**src/rtl/mean_filter_pkg.sv**
```systemverilog
// Shared types and constants for the 3x3 mean-filter datapath.
// Pixels are three CH_W-bit channels packed as [23:16], [15:8], [7:0].
package mean_filter_pkg;

    localparam int CH_W       = 8;
    localparam int N_CH       = 3;
    localparam int WIN_N      = 3;
    localparam int PIX_W      = CH_W * N_CH;
    localparam int COL_W      = 10;
    localparam int SUM_W      = 12;
    localparam int PROD_W     = 24;
    localparam int DIV9_MUL   = 3641;
    localparam int DIV9_SHIFT = 15;

    typedef logic [CH_W-1:0]  chan_t;
    typedef logic [PIX_W-1:0] pixel_t;

    typedef struct packed {
        pixel_t top;
        pixel_t mid;
        pixel_t bot;
    } column_t;

    typedef struct packed {
        logic eol;
        logic sof;
        logic eof;
    } flags_t;

    function automatic chan_t ch_get(pixel_t p, int unsigned c);
        return p[c*CH_W +: CH_W];
    endfunction

endpackage

```
**src/rtl/mean3x3_channel.sv**
```systemverilog
// One colour channel of the 3x3 mean: column sums, window sum,
// then floor(sum/9) via multiply-shift, registered into mean.
module mean3x3_channel
    import mean_filter_pkg::*;
(
    input  logic                                   clk,
    input  logic                                   reset,
    input  logic                                   load_col,
    input  logic                                   load_mean,
    input  logic [WIN_N-1:0][WIN_N-1:0][CH_W-1:0]  win,
    output chan_t                                  mean
);

    logic [COL_W-1:0]  col_sum [WIN_N];
    logic [SUM_W-1:0]  win_sum;
    logic [PROD_W-1:0] prod;
    chan_t             mean_next;

    always_ff @(posedge clk) begin
        if (reset) begin
            for (int i = 0; i < WIN_N; i++) begin
                col_sum[i] <= '0;
            end
            mean <= '0;
        end else begin
            if (load_col) begin
                for (int i = 0; i < WIN_N; i++) begin
                    col_sum[i] <= COL_W'(win[i][0])
                                + COL_W'(win[i][1])
                                + COL_W'(win[i][2]);
                end
            end
            if (load_mean) begin
                mean <= mean_next;
            end
        end
    end

    // 3641/2^15 is exact for floor(s/9) across 0..2295
    always_comb begin
        win_sum = SUM_W'(col_sum[0])
                + SUM_W'(col_sum[1])
                + SUM_W'(col_sum[2]);
        prod      = PROD_W'(win_sum) * PROD_W'(DIV9_MUL);
        mean_next = CH_W'(prod >> DIV9_SHIFT);
    end

endmodule

```
**src/rtl/mean_window_3x3.sv**
```systemverilog
// Builds a horizontally zero-padded 3x3 window from the three-row
// column stream and emits the per-channel mean in raster order.
module mean_window_3x3
    import mean_filter_pkg::*;
(
    input  logic             clk,
    input  logic             reset,
    input  logic [10:0]      img_width,
    input  logic [9:0]       img_height,
    input  logic             valid_i,
    input  logic [PIX_W-1:0] prev_line_data_i,
    input  logic [PIX_W-1:0] cur_line_data_i,
    input  logic [PIX_W-1:0] next_line_data_i,
    output logic             valid_o,
    output logic [PIX_W-1:0] data_o,
    output logic             eol_o,
    output logic             sof_o,
    output logic             eof_o
);

    logic [10:0] col_cnt;
    logic [9:0]  row_cnt;
    column_t     slot_l, slot_c, slot_r;
    logic        flush_pend;
    logic        flush_last_row;

    logic        col_last, row_last;
    logic        emit_a, emit;
    column_t     in_col;
    column_t     win_next [WIN_N];
    flags_t      flg_next;

    column_t     win_q [WIN_N];
    logic        win_vld, sum_vld;
    flags_t      flg1, flg2;
    chan_t       mean_ch [N_CH];

    always_comb begin
        col_last = (col_cnt == img_width - 11'd1);
        row_last = (row_cnt == img_height - 10'd1);
        in_col   = {prev_line_data_i, cur_line_data_i, next_line_data_i};
        emit_a   = valid_i && (col_cnt != 11'd0);
        emit     = emit_a || flush_pend;

        // A flush never coincides with emit_a: the column accepted
        // alongside a flush is always column 0.
        win_next[0] = slot_c;
        win_next[1] = slot_r;
        win_next[2] = flush_pend ? column_t'('0) : in_col;

        flg_next.eol = flush_pend;
        flg_next.sof = emit_a && (col_cnt == 11'd1)
                       && (row_cnt == 10'd0);
        flg_next.eof = flush_pend && flush_last_row;
    end

    always_ff @(posedge clk) begin
        if (reset) begin
            col_cnt        <= '0;
            row_cnt        <= '0;
            slot_l         <= '0;
            slot_c         <= '0;
            slot_r         <= '0;
            flush_pend     <= 1'b0;
            flush_last_row <= 1'b0;
        end else begin
            flush_pend <= valid_i && col_last;
            if (valid_i) begin
                if (col_cnt == 11'd0) begin
                    slot_l <= '0;
                    slot_c <= '0;
                end else begin
                    slot_l <= slot_c;
                    slot_c <= slot_r;
                end
                slot_r <= in_col;
                if (col_last) begin
                    col_cnt        <= '0;
                    row_cnt        <= row_last ? 10'd0
                                               : row_cnt + 10'd1;
                    flush_last_row <= row_last;
                end else begin
                    col_cnt <= col_cnt + 11'd1;
                end
            end
        end
    end

    always_ff @(posedge clk) begin
        if (reset) begin
            for (int i = 0; i < WIN_N; i++) begin
                win_q[i] <= '0;
            end
            win_vld <= 1'b0;
            sum_vld <= 1'b0;
            valid_o <= 1'b0;
            flg1    <= '0;
            flg2    <= '0;
            eol_o   <= 1'b0;
            sof_o   <= 1'b0;
            eof_o   <= 1'b0;
        end else begin
            win_vld <= emit;
            sum_vld <= win_vld;
            valid_o <= sum_vld;
            if (emit) begin
                for (int i = 0; i < WIN_N; i++) begin
                    win_q[i] <= win_next[i];
                end
                flg1 <= flg_next;
            end
            if (win_vld) begin
                flg2 <= flg1;
            end
            if (sum_vld) begin
                eol_o <= flg2.eol;
                sof_o <= flg2.sof;
                eof_o <= flg2.eof;
            end
        end
    end

    for (genvar c = 0; c < N_CH; c++) begin : g_ch
        logic [WIN_N-1:0][WIN_N-1:0][CH_W-1:0] ch_win;

        always_comb begin
            for (int i = 0; i < WIN_N; i++) begin
                ch_win[i][0] = ch_get(win_q[i].top, c);
                ch_win[i][1] = ch_get(win_q[i].mid, c);
                ch_win[i][2] = ch_get(win_q[i].bot, c);
            end
        end

        mean3x3_channel u_ch (
            .clk       (clk),
            .reset     (reset),
            .load_col  (win_vld),
            .load_mean (sum_vld),
            .win       (ch_win),
            .mean      (mean_ch[c])
        );
    end

    assign data_o = {mean_ch[2], mean_ch[1], mean_ch[0]};

endmodule

```
**config.mk**
```make
export PLATFORM = sky130hd
export DESIGN_NAME = mean_window_3x3
export DESIGN_NICKNAME = d
export VERILOG_FILES = /design/src/rtl/mean_filter_pkg.sv /design/src/rtl/mean3x3_channel.sv /design/src/rtl/mean_window_3x3.sv
export SDC_FILE = /design/constraint.sdc
export NUM_CORES = 1
export LEC_CHECK = 0
export CORE_ASPECT_RATIO = 1.2
export CORE_MARGIN = 2
export CORE_UTILIZATION = 28
export DETAILED_ROUTE_END_ITERATION = 16
export DONT_BUFFER_PORTS = 1
export HOLD_SLACK_MARGIN = 0.1
export PLACE_DENSITY = 0.38
export SYNTH_ARGS = -nofsm -noshare
export SYNTH_HDL_FRONTEND = slang
export SYNTH_SLANG_ARGS = --single-unit
```
**constraint.sdc**
```tcl
create_clock -name clk -period 8.75 [get_ports clk]
set_clock_uncertainty 0.1 [all_clocks]
set_input_delay 1.75 -clock clk [delete_from_list [all_inputs] [get_ports clk]]
set_output_delay 1.75 -clock clk [all_outputs]
set_load 0.03 [all_outputs]
```
==> out/qor.txt <==
YOSYS
--------------------------------------------------------------------------------------------------------
Post-synthesis net count ..................................................................        3,742
EDFF count, synth .........................................................................          306
Proportion of netlist area held by the largest area contributor ...........................        0.280
Mean post-synth cell area .................................................................    10.5 um^2
Leading register cell type out of synthesis ............................................... sky130_fd_sc_hd__edfxtp_1
Yosys warning count .......................................................................            0
Count of state elements after synthesis ...................................................          509
Synth async-reset ratio ...................................................................            0
Unique cell type count in the Yosys netlist ...............................................           73
Top area cells in the synthesized netlist ................................................. sky130_fd_sc_hd__edfxtp_1, sky130_fd_sc_hd__ha_1, sky130_fd_sc_hd__dfxtp_1
Sequential-to-total area share from yosys stat ............................................        0.404
Area leader, netlist ...................................................................... sky130_fd_sc_hd__edfxtp_1
Gate Count Post-Synth .....................................................................        3,134
Mapped Area ...............................................................................  32,800 um^2

WORST SETUP PATH
--------------------------------------------------------------------------------------------------------
Delay of the slowest critical-path stage ..................................................       580 ps
Maximum fanout along the worst path .......................................................            9
Cell type with the highest occurrence count on the critical path .......................... sky130_fd_sc_hd__inv_1
CP Launch Type ............................................................................         flop
Critical path class .......................................................................   reg -> reg
Setup crit end kind .......................................................................         flop
Number of cells on the worst reg-to-reg path ..............................................           33
Highest-delay cell along the critical path ................................................ sky130_fd_sc_hd__or3b_2
Critical path data required time ..........................................................      9170 ps
Critical Path AT ..........................................................................      8670 ps

CLOCK NETWORK
--------------------------------------------------------------------------------------------------------
CTS Hold Buffers Added ....................................................................            0
CTS tree ..................................................................................         done
Clk sinks .................................................................................          509
CTS max path bufs .........................................................................            3
Number of buffers added for setup after CTS ...............................................            0
Clock insertion delay at the later pin of the skew report .................................       680 ps
Number of CTS-inserted buffers ............................................................           61
Post-CTS clock slew at the launch and capture registers of the worst setup and hold paths .        60 ps
Cell chosen for the clock root ............................................................ sky130_fd_sc_hd__clkbuf_16
Number of H-tree levels ...................................................................            2

TIMING
--------------------------------------------------------------------------------------------------------
Pins Over Slew Limit ......................................................................            0
Actual transition at the worst max-transition pin .........................................      1070 ps
Worst slew margin relative to its limit ...................................................        0.288
Worst hold slack ..........................................................................       386 ps
Final critical delay including setup and external delays ..................................      8250 ps
Share of the clock period used by the worst path after layout .............................        0.943
Hold violation total from the final report ................................................            0
Max Clock Freq ............................................................................      121 MHz
RSZ-0062 raised after global routing ......................................................           no
Number of setup violations in the final report ............................................            0

ROUTING
--------------------------------------------------------------------------------------------------------
Count of nets left with antenna violations after detail routing ...........................            0
Routed length per instance ................................................................      16.5 um
Wire length after detailed routing ........................................................    77,400 um
Count of vias placed by the detailed router ...............................................       20,800
Number of design rule violations left after detail routing ................................            0
Count of routing violations after the opening detailed-route iteration ....................          800
Initial DRT Pass Iterations ...............................................................            5
Number of vias per cell after detailed routing ............................................         4.44

PLACED DESIGN
--------------------------------------------------------------------------------------------------------
Post-DP HPWL ..............................................................................    57,600 um
Final weighted congestion of routability-driven global placement ..........................        0.822
Buffers added on ports ....................................................................            0
Instance area at placement ................................................................  34,400 um^2

GRT
--------------------------------------------------------------------------------------------------------
GR Overflow Total .........................................................................            0
GRT Util Overall ..........................................................................        0.130
Initial antenna violation count ...........................................................            6
Pin count of the biggest net entering global routing ......................................          217
First-pass GRT wire length ................................................................   123,000 um
Vias in the first global route ............................................................       21,800

FLOORPLANNING
--------------------------------------------------------------------------------------------------------
Initial Utilization .......................................................................        0.282
Area enclosed by the die boundary ......................................................... 120,000 um^2
FP Rows ...................................................................................          137
Die H .....................................................................................       379 um
Top-level port count ......................................................................          124
Placeable core region ..................................................................... 116,000 um^2
X dimension of the die ....................................................................       316 um

FINISH
--------------------------------------------------------------------------------------------------------
Area Growth Syn to Fin ....................................................................        11.5%
Final net count ...........................................................................        3,716
Layout cells sized above 1 ................................................................       0.0424
Number of filler instances in the final layout ............................................       11,900
Final instance area .......................................................................  36,600 um^2
Commonest cells after routing, fill and taps aside ........................................ sky130_fd_sc_hd__ha_1, sky130_fd_sc_hd__inv_1, sky130_fd_sc_hd__edfxtp_1
Most common cell after layout, fill and taps aside ........................................ sky130_fd_sc_hd__ha_1

JOB
--------------------------------------------------------------------------------------------------------
Maximum Capacitance Violations ............................................................            0

STATUS
--------------------------------------------------------------------------------------------------------
Outcome ................................................................................... complete, no violations

MIN PATH
--------------------------------------------------------------------------------------------------------
Hold/Removal Path Class ...................................................................   reg -> reg
Hold Crit Depth ...........................................................................            1

[metrics by stage]
stage	TNS [ps]	utilization	setup WS, ps	std cells
finish	0	0.315	499	4691
global route	0	0.315	41.6	4690
floorplan	0	-	864	3134
CTS	0	0.314	8.01	4690
detailed placement	-18.0	0.296	-18.0	4574
global placement	0	0.296	327	4574
[logic make-up after synthesis]
| group | count (synthesis) | synth area share |
|---|---|---|
| AND/OR/NAND/NOR | 839 | 0.136 |
| AO/OA/AOI/OAI | 545 | 0.105 |
| adder cells (fa/ha/maj) | 512 | 0.219 |
| flip-flops | 509 | 0.404 |
| buffers and inverters | 408 | 0.0469 |
| XOR/XNOR | 234 | 0.0625 |
| multiplexers | 87 | 0.0266 |
[routing by layer]
metal	GRT usage	part of all wire	up-vias
li1	-	-	10700
met1	0.174	0.48	9767
met2	0.214	0.46	241
met3	0.0279	0.047	102
met4	0.0292	0.018	10
met5	0	0.00085	-
[repair_timing]
action                                 4_1_cts  5_1_grt
gates resized for setup                      1        7
setup endpoints to repair                    1       10
pin swaps                                    0        1
endpoints found under the hold margin        0        0
[layout make-up]
cell class                 count  area, um^2  area share
clock buffer                  90        1810      0.0495
multi-input combinational   2217       18000       0.494
antenna                        1        2.50   0.0000685
clock inverter                26         287     0.00784
timing repair buffer          10        87.6     0.00240
inverter                     309        1160      0.0317
tap                         1529        1910      0.0523
sequential                   509       13300       0.363
[state kept, by name, indices dropped and copies added (netlist names), 3 cells and up]
name,count
slot_c,72
g_ch.u_ch.col_sum,90
win_q,216
flg1,3
g_ch.u_ch.mean,24
col_cnt,11
flg2,3
row_cnt,10
slot_r,72
[Yosys cell counts, types with 3 or more instances]
master                      instances
sky130_fd_sc_hd__o21bai_1          86
sky130_fd_sc_hd__o21a_1            10
sky130_fd_sc_hd__or2_2              5
sky130_fd_sc_hd__o211ai_1           4
sky130_fd_sc_hd__nor2_1           280
sky130_fd_sc_hd__or4_1              4
sky130_fd_sc_hd__or3_1             12
sky130_fd_sc_hd__nor2b_1           87
sky130_fd_sc_hd__nand2b_1          23
sky130_fd_sc_hd__a22o_1             3
sky130_fd_sc_hd__a31oi_1           14
sky130_fd_sc_hd__clkbuf_1          83
sky130_fd_sc_hd__a21boi_0           4
sky130_fd_sc_hd__or3b_2             3
sky130_fd_sc_hd__a21o_1            83
sky130_fd_sc_hd__xnor2_1          173
sky130_fd_sc_hd__nor4_1            10
sky130_fd_sc_hd__mux2i_1           87
sky130_fd_sc_hd__nand4b_1           5
sky130_fd_sc_hd__nand2_1           50
sky130_fd_sc_hd__ha_1             408
sky130_fd_sc_hd__a21oi_1          243
sky130_fd_sc_hd__o21ai_0           41
sky130_fd_sc_hd__and2_1           241
sky130_fd_sc_hd__nor3_1            29
sky130_fd_sc_hd__a211o_1            5
sky130_fd_sc_hd__buf_1             15
sky130_fd_sc_hd__o21ai_1            4
sky130_fd_sc_hd__nand4_1           16
sky130_fd_sc_hd__o22ai_1            6
sky130_fd_sc_hd__o31ai_1            4
sky130_fd_sc_hd__nand3b_1           8
sky130_fd_sc_hd__a211oi_1           6
sky130_fd_sc_hd__a221oi_1           5
sky130_fd_sc_hd__edfxtp_1         306
sky130_fd_sc_hd__dfxtp_1          203
sky130_fd_sc_hd__o41ai_2            3
sky130_fd_sc_hd__and3_1            16
sky130_fd_sc_hd__a2111oi_0          4
sky130_fd_sc_hd__xor2_1            61
sky130_fd_sc_hd__nand3_1           25
sky130_fd_sc_hd__inv_1            308
sky130_fd_sc_hd__nor3b_1           10
sky130_fd_sc_hd__fa_1             104
[path summary, 6_finish.rpt]
check	start	to	slack, ps
hold / removal	slot_c[21]	win_q[0][21]	390
setup reg to reg	g_ch[1].u_ch.col_sum[0][11]	g_ch[1].u_ch.mean[5]	500
hold reg to reg	slot_c[21]	win_q[0][21]	390
setup / recovery	g_ch[1].u_ch.col_sum[0][11]	g_ch[1].u_ch.mean[5]	500
[worst max-delay path, delay by kind of cell, from the launching register on]
kind | cells | cell delay (ps)
AOI/OAI and AO/OA | 14 | 2910
adders and majority gates | 8 | 3100
buffers and inverters | 6 | 470
DFF | 1 | 420
muxes | 1 | 200
and+or+nand+nor | 4 | 890
Power is not shown: default switching activity piles up to over one toggle a cycle in this logic, so the estimate is an artifact.
